<file path="src/rtl/alu_op_sequencer_if.sv">
// Handshake and ALU-facing bus of alu_op_sequencer.
// The slave modport is the sequencer's view; master is the environment's
// view (command source, ALU and result consumer).
// ALU_SEQ_ACCUM_EN adds the cmd_use_acc command bit.
interface alu_op_sequencer_if #(
  parameter int WIDTH = 8,
  parameter int OP_W  = 3
);
  logic             cmd_valid;
  logic             cmd_ready;
  logic [OP_W-1:0]  cmd_op;
  logic [WIDTH-1:0] cmd_a;
  logic [WIDTH-1:0] cmd_b;
`ifdef ALU_SEQ_ACCUM_EN
  logic             cmd_use_acc;
`endif
  logic [WIDTH-1:0] alu_in1;
  logic [WIDTH-1:0] alu_in2;
  logic [OP_W-1:0]  alu_sel;
  logic [WIDTH-1:0] alu_result;
  logic [3:0]       alu_nzvc;
  logic             res_valid;
  logic             res_ready;
  logic [WIDTH-1:0] res_data;
  logic             res_err;
  logic [3:0]       ccr;

`ifdef ALU_SEQ_ACCUM_EN
  modport slave (
    input  cmd_valid, cmd_op, cmd_a, cmd_b, cmd_use_acc, alu_result, alu_nzvc, res_ready,
    output cmd_ready, alu_in1, alu_in2, alu_sel, res_valid, res_data, res_err, ccr
  );
  modport master (
    output cmd_valid, cmd_op, cmd_a, cmd_b, cmd_use_acc, alu_result, alu_nzvc, res_ready,
    input  cmd_ready, alu_in1, alu_in2, alu_sel, res_valid, res_data, res_err, ccr
  );
`else
  modport slave (
    input  cmd_valid, cmd_op, cmd_a, cmd_b, alu_result, alu_nzvc, res_ready,
    output cmd_ready, alu_in1, alu_in2, alu_sel, res_valid, res_data, res_err, ccr
  );
  modport master (
    output cmd_valid, cmd_op, cmd_a, cmd_b, alu_result, alu_nzvc, res_ready,
    input  cmd_ready, alu_in1, alu_in2, alu_sel, res_valid, res_data, res_err, ccr
  );
`endif
endinterface

</file>
<file path="src/rtl/alu_op_sequencer.sv">
// alu_op_sequencer: accepts (op, A, B) commands, drives the external ALU,
// waits SETTLE_CYCLES, captures result and NZVC into output registers.
// Illegal opcodes bypass the ALU and return res_err=1 with res_data=0.
// Optional feature macro ALU_SEQ_ACCUM_EN: cmd_use_acc selects res_data as
// operand A (accumulator chaining).
module alu_op_sequencer #(
  parameter int                       WIDTH         = 8,
  parameter int                       OP_W          = 3,
  parameter int                       SETTLE_CYCLES = 1,
  parameter logic [(2**OP_W)-1:0]     OP_LEGAL_MASK = 'h01
) (
  input  logic                clock,
  input  logic                reset,
  alu_op_sequencer_if.slave   bus
);

  typedef enum logic [1:0] {IDLE, EXEC, DONE} state_t;

  state_t           state_q, state_d;
  logic [3:0]       cnt_q, cnt_d;
  logic [WIDTH-1:0] alu_in1_q, alu_in1_d;
  logic [WIDTH-1:0] alu_in2_q, alu_in2_d;
  logic [OP_W-1:0]  alu_sel_q, alu_sel_d;
  logic [WIDTH-1:0] res_data_q, res_data_d;
  logic             res_err_q, res_err_d;
  logic [3:0]       ccr_q, ccr_d;

  logic             cmd_ready;
  logic             cmd_fire;
  logic             op_legal;
  logic [WIDTH-1:0] operand_a;

  // cmd_ready is forced low combinationally while reset is held
  assign cmd_ready = (state_q == IDLE) && reset;
  assign cmd_fire  = bus.cmd_valid && cmd_ready;
  assign op_legal  = OP_LEGAL_MASK[bus.cmd_op];

  // Select operand A: command value or the held result for chaining
  always_comb begin
    operand_a = bus.cmd_a;
`ifdef ALU_SEQ_ACCUM_EN
    if (bus.cmd_use_acc) operand_a = res_data_q;
`endif
  end

  // Next-state and datapath register updates for IDLE -> EXEC -> DONE
  always_comb begin
    state_d    = state_q;
    cnt_d      = cnt_q;
    alu_in1_d  = alu_in1_q;
    alu_in2_d  = alu_in2_q;
    alu_sel_d  = alu_sel_q;
    res_data_d = res_data_q;
    res_err_d  = res_err_q;
    ccr_d      = ccr_q;
    case (state_q)
      IDLE: begin
        if (cmd_fire) begin
          if (op_legal) begin
            // ALU inputs only change here, so they are stable through EXEC
            alu_in1_d = operand_a;
            alu_in2_d = bus.cmd_b;
            alu_sel_d = bus.cmd_op;
            cnt_d     = 4'(SETTLE_CYCLES - 1);
            state_d   = EXEC;
          end else begin
            // Illegal op never reaches the ALU; ccr is left untouched
            res_data_d = '0;
            res_err_d  = 1'b1;
            state_d    = DONE;
          end
        end
      end
      EXEC: begin
        if (cnt_q == 4'd0) begin
          res_data_d = bus.alu_result;
          ccr_d      = bus.alu_nzvc;
          res_err_d  = 1'b0;
          state_d    = DONE;
        end else begin
          cnt_d = cnt_q - 4'd1;
        end
      end
      DONE: begin
        if (bus.res_ready) state_d = IDLE;
      end
      default: state_d = IDLE;
    endcase
  end

  // State and datapath registers, all cleared by the asynchronous reset
  always_ff @(posedge clock or negedge reset) begin
    if (!reset) begin
      state_q    <= IDLE;
      cnt_q      <= 4'd0;
      alu_in1_q  <= '0;
      alu_in2_q  <= '0;
      alu_sel_q  <= '0;
      res_data_q <= '0;
      res_err_q  <= 1'b0;
      ccr_q      <= 4'b0000;
    end else begin
      state_q    <= state_d;
      cnt_q      <= cnt_d;
      alu_in1_q  <= alu_in1_d;
      alu_in2_q  <= alu_in2_d;
      alu_sel_q  <= alu_sel_d;
      res_data_q <= res_data_d;
      res_err_q  <= res_err_d;
      ccr_q      <= ccr_d;
    end
  end

  assign bus.cmd_ready = cmd_ready;
  assign bus.alu_in1   = alu_in1_q;
  assign bus.alu_in2   = alu_in2_q;
  assign bus.alu_sel   = alu_sel_q;
  assign bus.res_valid = (state_q == DONE);
  assign bus.res_data  = res_data_q;
  assign bus.res_err   = res_err_q;
  assign bus.ccr       = ccr_q;

endmodule

</file>
<file path="src/flat_wrapper.sv">
// flat-port wrapper written by rule: the top's interface ports become plain ports
module alu_op_sequencer_flat 
#(
  parameter int                       WIDTH         = 8,
  parameter int                       OP_W          = 3,
  parameter int                       SETTLE_CYCLES = 1,
  parameter logic [(2**OP_W)-1:0]     OP_LEGAL_MASK = 'h01
)
  (clock, reset, bus_cmd_valid, bus_cmd_op, bus_cmd_a, bus_cmd_b, bus_alu_result, bus_alu_nzvc, bus_res_ready, bus_cmd_ready, bus_alu_in1, bus_alu_in2, bus_alu_sel, bus_res_valid, bus_res_data, bus_res_err, bus_ccr);
  alu_op_sequencer_if #(.WIDTH(WIDTH), .OP_W(OP_W)) bus_i ();
  input  logic clock;
  input  logic reset;
  input wire logic [$bits(bus_i.cmd_valid)-1:0] bus_cmd_valid;
  input wire logic [$bits(bus_i.cmd_op)-1:0] bus_cmd_op;
  input wire logic [$bits(bus_i.cmd_a)-1:0] bus_cmd_a;
  input wire logic [$bits(bus_i.cmd_b)-1:0] bus_cmd_b;
  input wire logic [$bits(bus_i.alu_result)-1:0] bus_alu_result;
  input wire logic [$bits(bus_i.alu_nzvc)-1:0] bus_alu_nzvc;
  input wire logic [$bits(bus_i.res_ready)-1:0] bus_res_ready;
  output wire logic [$bits(bus_i.cmd_ready)-1:0] bus_cmd_ready;
  output wire logic [$bits(bus_i.alu_in1)-1:0] bus_alu_in1;
  output wire logic [$bits(bus_i.alu_in2)-1:0] bus_alu_in2;
  output wire logic [$bits(bus_i.alu_sel)-1:0] bus_alu_sel;
  output wire logic [$bits(bus_i.res_valid)-1:0] bus_res_valid;
  output wire logic [$bits(bus_i.res_data)-1:0] bus_res_data;
  output wire logic [$bits(bus_i.res_err)-1:0] bus_res_err;
  output wire logic [$bits(bus_i.ccr)-1:0] bus_ccr;
  assign bus_i.cmd_valid = bus_cmd_valid;
  assign bus_i.cmd_op = bus_cmd_op;
  assign bus_i.cmd_a = bus_cmd_a;
  assign bus_i.cmd_b = bus_cmd_b;
  assign bus_i.alu_result = bus_alu_result;
  assign bus_i.alu_nzvc = bus_alu_nzvc;
  assign bus_i.res_ready = bus_res_ready;
  assign bus_cmd_ready = bus_i.cmd_ready;
  assign bus_alu_in1 = bus_i.alu_in1;
  assign bus_alu_in2 = bus_i.alu_in2;
  assign bus_alu_sel = bus_i.alu_sel;
  assign bus_res_valid = bus_i.res_valid;
  assign bus_res_data = bus_i.res_data;
  assign bus_res_err = bus_i.res_err;
  assign bus_ccr = bus_i.ccr;
  alu_op_sequencer #(.WIDTH(WIDTH), .OP_W(OP_W), .SETTLE_CYCLES(SETTLE_CYCLES), .OP_LEGAL_MASK(OP_LEGAL_MASK)) u_core (.clock(clock), .reset(reset), .bus(bus_i));
endmodule
</file>
<file path="config.mk">
export PLATFORM = sky130hd
export DESIGN_NAME = alu_op_sequencer_flat
export DESIGN_NICKNAME = d
export VERILOG_FILES = /design/src/rtl/alu_op_sequencer_if.sv /design/src/rtl/alu_op_sequencer.sv /design/src/flat_wrapper.sv
export SDC_FILE = /design/constraint.sdc
export NUM_CORES = 1
export LEC_CHECK = 0
export ABC_AREA = 1
export CORE_MARGIN = 2
export CORE_UTILIZATION = 46
export CTS_CLUSTER_SIZE = 12
export DETAILED_ROUTE_END_ITERATION = 7
export GPL_TIMING_DRIVEN = 0
export PLACE_DENSITY_LB_ADDON = 0.1
export SETUP_SLACK_MARGIN = 0.3
export SYNTH_ARGS = -nofsm -noshare
export SYNTH_HDL_FRONTEND = slang
export SYNTH_SLANG_ARGS = --single-unit
</file>
<file path="constraint.sdc">
create_clock -name clock -period 3.5 [get_ports clock]
set_input_delay 0.7 -clock clock [delete_from_list [all_inputs] [get_ports clock]]
set_output_delay 0.7 -clock clock [all_outputs]
set_load 0.05 [all_outputs]
</file>
## After elaboration in Yosys (flattened, before gate mapping)

Memory sizes are Yosys's and may differ from the RTL's.
Cells that the tools add are included.

- Bits in registers: 38
- Bits in read-only memories: 8
- Input port bits: 35
- Memories kept: 1

- Reductions and logical operators: 10
- Add/sub/neg operators: 1
- Mux-type cells: 18
- Eq/ne operators: 8
- Order comparisons: 1

Memory list:

| memory | words | width | rd ports | clocked after memory_dff | wr ports | RTL line | text |
|---|---|---|---|---|---|---|---|
| (name not given) | 8 | 1 | 1 | 0 | 0 | alu_op_sequencer.sv:36 | `assign op_legal = OP_LEGAL_MASK[bus.cmd_op];` |

Operator list:

| cell | count |
|---|---|
| $mux 8 | 3 |
| $pmux 8 s2 | 1 |
| $mux 4 | 3 |
| $mux 2 | 4 |
| $pmux 4 s2 | 1 |
| $reduce_and 4->1 | 2 |
| $ne 2x1->1 const B | 3 |
| $ne 2x2->1 const B | 3 |
| $pmux 2 s3 | 1 |
| $reduce_and 3->1 | 2 |
| $logic_not 4->1 | 1 |
| $lt 3x4->1 const B | 1 |
| $mux 1 | 4 |
| $sub 4x1->4 const B | 1 |
| $eq 2x1->1 const B | 1 |
| $eq 2x2->1 const B | 1 |
| $logic_and 1x1->1 | 2 |
| $logic_not 2->1 | 1 |
| $pmux 1 s2 | 1 |
| $reduce_and 2->1 | 1 |
| $reduce_bool 2->1 | 1 |

## Logic depth before layout (Yosys ltp)

Gate-level depths: netlist of run 1.

- Depth in word-level cells: 5
- Depth in mapped cells: 9

## Worst setup path after synthesis of run 1

Ideal clock, no wire load.

- Path kind: reg2out
- Start point: reg u_core.state_q[1]
- End point: out bus_res_valid
- Stages on the path, launching flop included: 3
- Setup slack: 1697 ps
- Arrival: 1103 ps
- Required time: 2800 ps
- Cells stage by stage: dfrtp_1 > inv_1 > nor2_1

- Longest elaborated chain between the ends: 1

Ends and longest elaborated chain:

| what | RTL line | text |
|---|---|---|
| start: declaration | alu_op_sequencer.sv:19 | `state_t state_q, state_d;` |
| start signal: assignment | alu_op_sequencer.sv:103 | `state_q <= state_d;` |
| $eq 2x2->1 | alu_op_sequencer.sv:118 | `assign bus.res_valid = (state_q == DONE);` |
| end: declaration | flat_wrapper.sv:24 | `output wire logic [$bits(bus_i.res_valid)-1:0] bus_res_valid;` |

No other way between the ends.

## Worst setup path after layout of run 1

- Start point: in reset
- End point: out bus_cmd_ready

- Longest elaborated chain between the ends: 1

Ends and longest elaborated chain:

| what | RTL line | text |
|---|---|---|
| start: declaration | flat_wrapper.sv:12 | `input logic reset;` |
| $logic_and 1x1->1 | alu_op_sequencer.sv:34 | `assign cmd_ready = (state_q == IDLE) && reset;` |
| end: declaration | flat_wrapper.sv:20 | `output wire logic [$bits(bus_i.cmd_ready)-1:0] bus_cmd_ready;` |

No other way between the ends.

==> results of run 1 <==
[sequential cells by signal (all words and copies together) (netlist names)]
register / count
u_core.bus.alu_in1: 8
u_core.bus.alu_in2: 8
u_core.bus.res_data: 8
u_core.bus.ccr: 4
u_core.cnt_q: 4
u_core.bus.alu_sel: 3
u_core.state_q: 2
u_core.bus.res_err: 1
[worst max path at each step]
stage	depth (start not counted)	slack [ns]	from	to
after floorplan	2	1.70	u_core.state_q[1]$_DFFE_PN0P_	bus_res_valid
after global placement	4	-0.69	reset	bus_cmd_ready
after detailed placement	4	0.37	reset	bus_cmd_ready
after CTS	4	0.38	reset	bus_cmd_ready
after global routing	4	0.55	reset	bus_cmd_ready
final	4	0.66	reset	bus_cmd_ready
[cell usage after synthesis]
master,count
buf_2,1
a21oi_1,1
nand3_2,1
nor2_4,3
nand2_1,87
xnor2_1,1
nand4_1,9
o21ai_0,5
inv_1,13
dfrtp_1,38
nand3_1,5
nand2_4,3
buf_6,1
inv_2,3
inv_4,1
nand3_4,2
nand2_2,1
clkbuf_8,2
ha_1,2
nor2_1,10
[timing repair]
item | 4_1_cts | 5_1_grt
hold buffers | 0 | 0
endpoints found under the setup margin | 0 | 1
resized for setup | 0 | 1
[logic make-up (layout without fill, tap and decap cells)]
| logic type | after synthesis | after routing | synth area share [%] |
|---|---|---|---|
| AOI/OAI and AO/OA | 6 | 6 | 1.78 |
| xor gates and xnor gates | 1 | 1 | 0.519 |
| adders and majority gates | 2 | 2 | 1.48 |
| buffers and inverters | 21 | 97 | 6.52 |
| DFF | 38 | 38 | 56.3 |
| and+or+nand+nor | 121 | 121 | 33.4 |
[through the flow]
step,util (%),TNS (ns),hold WS (ns),total power [mW],std cells
after floorplan,-,0,0.404,0.998,189
after global placement,67.4,-0.687,0.453,1.25,305
after detailed placement,67.2,0,0.458,1.25,305
after CTS,70.2,0,0.476,1.62,313
after global routing,70.3,0,0.445,1.68,313
final,70.3,0,0.399,1.60,313
[power groups by stage]
stage          logic, mW  registers (mW)  clock network (mW)
5_1_grt            0.701           0.587               0.395
3_3_place_gp       0.664           0.582                   0
3_5_place_dp       0.669           0.583                   0
4_1_cts            0.670           0.578               0.373
2_1_floorplan      0.111           0.887                   0
6_report           0.663           0.577               0.363
[critical path, stage by stage]
cell and delay, ns:
clkbuf_4 0.45, nand2_1 0.11, inv_1 0.07, clkdlybuf4s50_1 0.79
[metal layers]
layer	vias up	wire length, um	share of wire (%)
met5	-	0	0
met4	0	41	1.2
met3	5	248	7.1
met2	44	1610	46
met1	675	1600	46
li1	735	-	-
[final cells by class]
cell class | instances | area, um2 | share of cell area, %
Clock inverter | 1 | 30.0 | 1.19
Tap cell | 48 | 60.1 | 2.37
Buffer | 4 | 43.8 | 1.73
Inverter | 17 | 66.3 | 2.62
Multi-Input combinational cell | 130 | 628 | 24.8
Clock buffer | 7 | 76.3 | 3.01
Timing Repair Buffer | 68 | 678 | 26.8
Sequential cell | 38 | 951 | 37.5
==> results.toml, run 1 <==
[global_route]
met3_usage_pct = 7.12
grt-ovfl-total = 0
grt_usage_pct = 18.5
grt_start_max_net_pins = 41
busiest_layer = "met2"
grt_pass1_vias = 1364
grt_util_met2_pct = 28.9
antenna_found_initial = 0
grt_pass1_wl_um = 5990
grt_util_met1_pct = 24.6

[worst_setup_path]
critical_path_peak_fanout = 40
crit_arrival_ns = 2.14
regToRegSetupSlack_ns = 2.01
crit-reg2reg-launch = "u_core.cnt_q[0]$_DFFE_PN0P_"
r2r-end = "u_core.bus.res_data[6]$_DFFE_PN0P_"
crit_path_end_kind = "output pin"
crit_type = "input pin to output pin"
worstSetupStartpointType = "input pin"
rr_worst_depth = 8
crit_required_ns = 2.80

[clock_network]
cts_root_buf = "clkbuf_8"
cts_buffers = 5
clkLatencyLatePin_ns = 0.29
clk_pin_slew_ns = 0.07
cts_buffer_depth = 2
postCtsSetupRepairBufs = 0
cts_tree = "done"
clock_sink_count = 38
cts_htree_levels = 2

[run_status]
status = "completed"

[synth]
synth.top_cell.area_share_pct = 56.3
syn_nets = 226
synthTopCellsByArea = "dfrtp_1 (56%), nand2_1 (19%), nand4_1 (3.3%), inv_1 (2.9%), nor2_1 (2.2%)"
syn_area_um2 = 1690
ys_ff_latch = 38
synth_top_area_cell = "dfrtp_1"
yosysWarnings = 0
yosysUniqueCellTypes = 20
synth.avg_cell_area_um2 = 8.94
ys_seq_area_share_pct = 56.3
postSynthCellCount = 189

[power_and_ir_drop]
leakagePower_nw = 1.30
p_int_mw = 0.967
p_clk_share_pct = 22.7
switching_share_pct = 39.7
combinationalPowerShare_pct = 41.4
seqPwrFrac_pct = 36.0
ir_worst_vdd_v = 0.000376
power_density_nw_per_um2 = 633
p_sw_mw = 0.637

[sta]
rsz0062_at_grt = "no"
hold_viol_final = 0
setup_viol = 0
fmax_mhz = 352
fin_crit_ns = 2.84
worst_slew_pin_slew_ns = 0.530
drv_slew = 0
timing.final.crit_share_pct = 81.1
fin_ws_ns = 0.660
slew_headroom_pct = 64.6
skew_ns = 0.00182

[cells_and_area]
drive_gt1_share_pct = 9.43
fill_cells = 305
final_cell_mix = "nand2_1 (87), clkdlybuf4s50_1 (67), dfrtp_1 (38)"
syn_to_final_growth_pct = 50.0
layout_commonest_cell = "nand2_1"
final_area_um2 = 2530
n_antenna_cell = 0
nNetsFinal = 301

[drt]
drt_iter0_drc = 61
routedWlPerCell_um = 11.2
vias_per_cell = 4.66
dr.pass1.iters = 4
via_count = 1459
drtAntennaViolNets = 0
drt_wl_total_um = 3500
drcViolationCount = 0

[floorplan]
top_level_ports = 69
core-area_um2 = 3610
die_h_um = 64.6
row_count = 22
dieArea_um2 = 4170
die_w_um = 64.6
start_util_pct = 46.8

[placement]
dpl.hpwl_um = 2530
gp_congestion = 0.736
place_area_um2 = 2420
port_buffers = 68
dp_slack_ns = 0.370

[flow_run]
maxCapViolations = 0

[hold_path]
hold_class = "input pin to async pin"
No activity file was read; power rests on OpenSTA's default activity.
==> run 2: changes to the inputs <==
- CORE_UTILIZATION: 46 -> 42
- clock period: 3.5 -> 2.75 ns (I/O delays scaled with it)
==> results.toml, run 2 (synthesis results as in run 1) <==
[floorplan]
start_util_pct = 42.8
die_w_um = 67.4
top_level_ports = 69
row_count = 23
dieArea_um2 = 4540
core-area_um2 = 3940
die_h_um = 67.4

[clock_network]
cts_htree_levels = 2
clock_sink_count = 38
clk_pin_slew_ns = 0.07
cts_buffer_depth = 2
cts_root_buf = "clkbuf_8"
clkLatencyLatePin_ns = 0.28
cts_tree = "done"
ctsHoldBuffers = 0
cts_buffers = 5

[cells_and_area]
regArea_um2 = 951
fin_cells = 315
layout_commonest_cell = "nand2_1"
n_antenna_cell = 0
final_area_um2 = 2520
nNetsFinal = 301
fill_cells = 352
drive_gt1_share_pct = 9.81
multi_input_area_um2 = 628
syn_to_final_growth_pct = 49.5
final_cell_mix = "nand2_1 (87), clkdlybuf4s50_1 (67), dfrtp_1 (38)"

[drt]
routedWlPerCell_um = 11.1
drt_wl_total_um = 3500
vias_per_cell = 4.43
dr.pass1.iters = 4
drt_iter0_drc = 47
drtAntennaViolNets = 0
drcViolationCount = 0
via_count = 1396

[worst_setup_path]
crit_path_end_kind = "output pin"
startpoint = "reset"
crit_arrival_ns = 1.79
worstSetupStartpointType = "input pin"
crit_required_ns = 2.20
critical_path_peak_fanout = 40
crit_type = "input pin to output pin"
crit-reg2reg-launch = "u_core.cnt_q[0]$_DFFE_PN0P_"

[placement]
gp_congestion = 0.745
place_area_um2 = 2430
dp_slack_ns = -0.0758
port_buffers = 68
dp.cells = 307
dpl.hpwl_um = 2610

[sta]
timing.hold.ws_ns = 0.160
timing.final.crit_share_pct = 85.3
slew_headroom_pct = 65.4
fin_ws_ns = 0.405
hold_viol_final = 0
skew_ns = 0.00592
setup_viol = 0
fin_crit_ns = 2.34
tns_ns = 0
rsz0062_at_grt = "no"
drv_slew = 0
fmax_mhz = 426
worst_slew_pin_slew_ns = 0.517

[hold_path]
hold_class = "input pin to async pin"

[power_and_ir_drop]
power_density_nw_per_um2 = 778
ir_worst_vdd_v = 0.000427
leakagePower_nw = 1.30

[global_route]
grt_pass1_vias = 1271
grt_start_max_net_pins = 41
grt_pass1_wl_um = 5640
grt-ovfl-total = 0
antenna_found_initial = 0
grt_usage_pct = 16.7

[flow_run]
maxCapViolations = 0

[run_status]
status = "completed"
-- run 2: cell count changes in the layout (fill, tap and decap cells not counted), sizes merged --
cell	delta
buf	+1
bufinv	-1
clkbuf	-1
clkinv	+1
-- run 2: what timing repair did --
| item | in CTS | in global routing |
|---|---|---|
| resized for setup | 2 | 0 |
| buffers inserted | 0 | 0 |
| endpoints found under the setup margin | 1 | 0 |
-- run 2: worst paths after layout --
check                      cells after the start  slack [ns]                            endpoint
setup reg to reg                               8        1.29  u_core.bus.res_data[4]$_DFFE_PN0P_
hold / removal                                 1        0.16   u_core.bus.alu_in2[5]$_DFFE_PN0P_
setup / recovery                               4        0.41                       bus_cmd_ready
min in group clock                             2        0.47  u_core.bus.res_data[3]$_DFFE_PN0P_
hold reg to reg                                2        0.47  u_core.bus.res_data[3]$_DFFE_PN0P_
max in group asynchronous                      1        2.32         u_core.cnt_q[1]$_DFFE_PN0P_
-- run 2: per-stage QoR --
| stage | power, mW | util [%] |
|---|---|---|
| final | 1.96 | 64.0 |
| after global routing | 2.06 | 64.0 |
| after CTS | 1.99 | 64.0 |
| after detailed placement | 1.60 | 61.6 |
| after global placement | 1.59 | 61.7 |
| after floorplan | 1.27 | - |
-- run 2: worst max-delay path, cell delays in order --
cell,delay (ns)
buf_6,0.30
nand2_1,0.09
inv_1,0.06
clkdlybuf4s50_1,0.79
-- run 2: area by class of cell --
cell class | instances | area share [%]
repair buffers | 68 | 27.0
inverters | 17 | 2.63
multi-input cells | 130 | 24.9
flip-flops and latches | 38 | 37.7
well taps | 50 | 2.48
clock buffers | 7 | 3.42
clock inverters | 1 | 0.198
plain buffers | 4 | 1.73
-- run 2: routing by layer --
layer	up-vias	GRT usage (%)	share of wire, %
met1	615	21.5	47
met2	44	26.4	45
met5	-	0	0
li1	733	-	-
met4	0	4.59	0.66
met3	4	6.50	7.0
-- run 2: power breakdown --
group / internal (mW) / total, mW / switching [mW]
logic: 0.289 / 0.846 / 0.557
clock network: 0.202 / 0.384 / 0.182
registers: 0.672 / 0.733 / 0.0618
total: 1.16 / 1.96 / 0.801
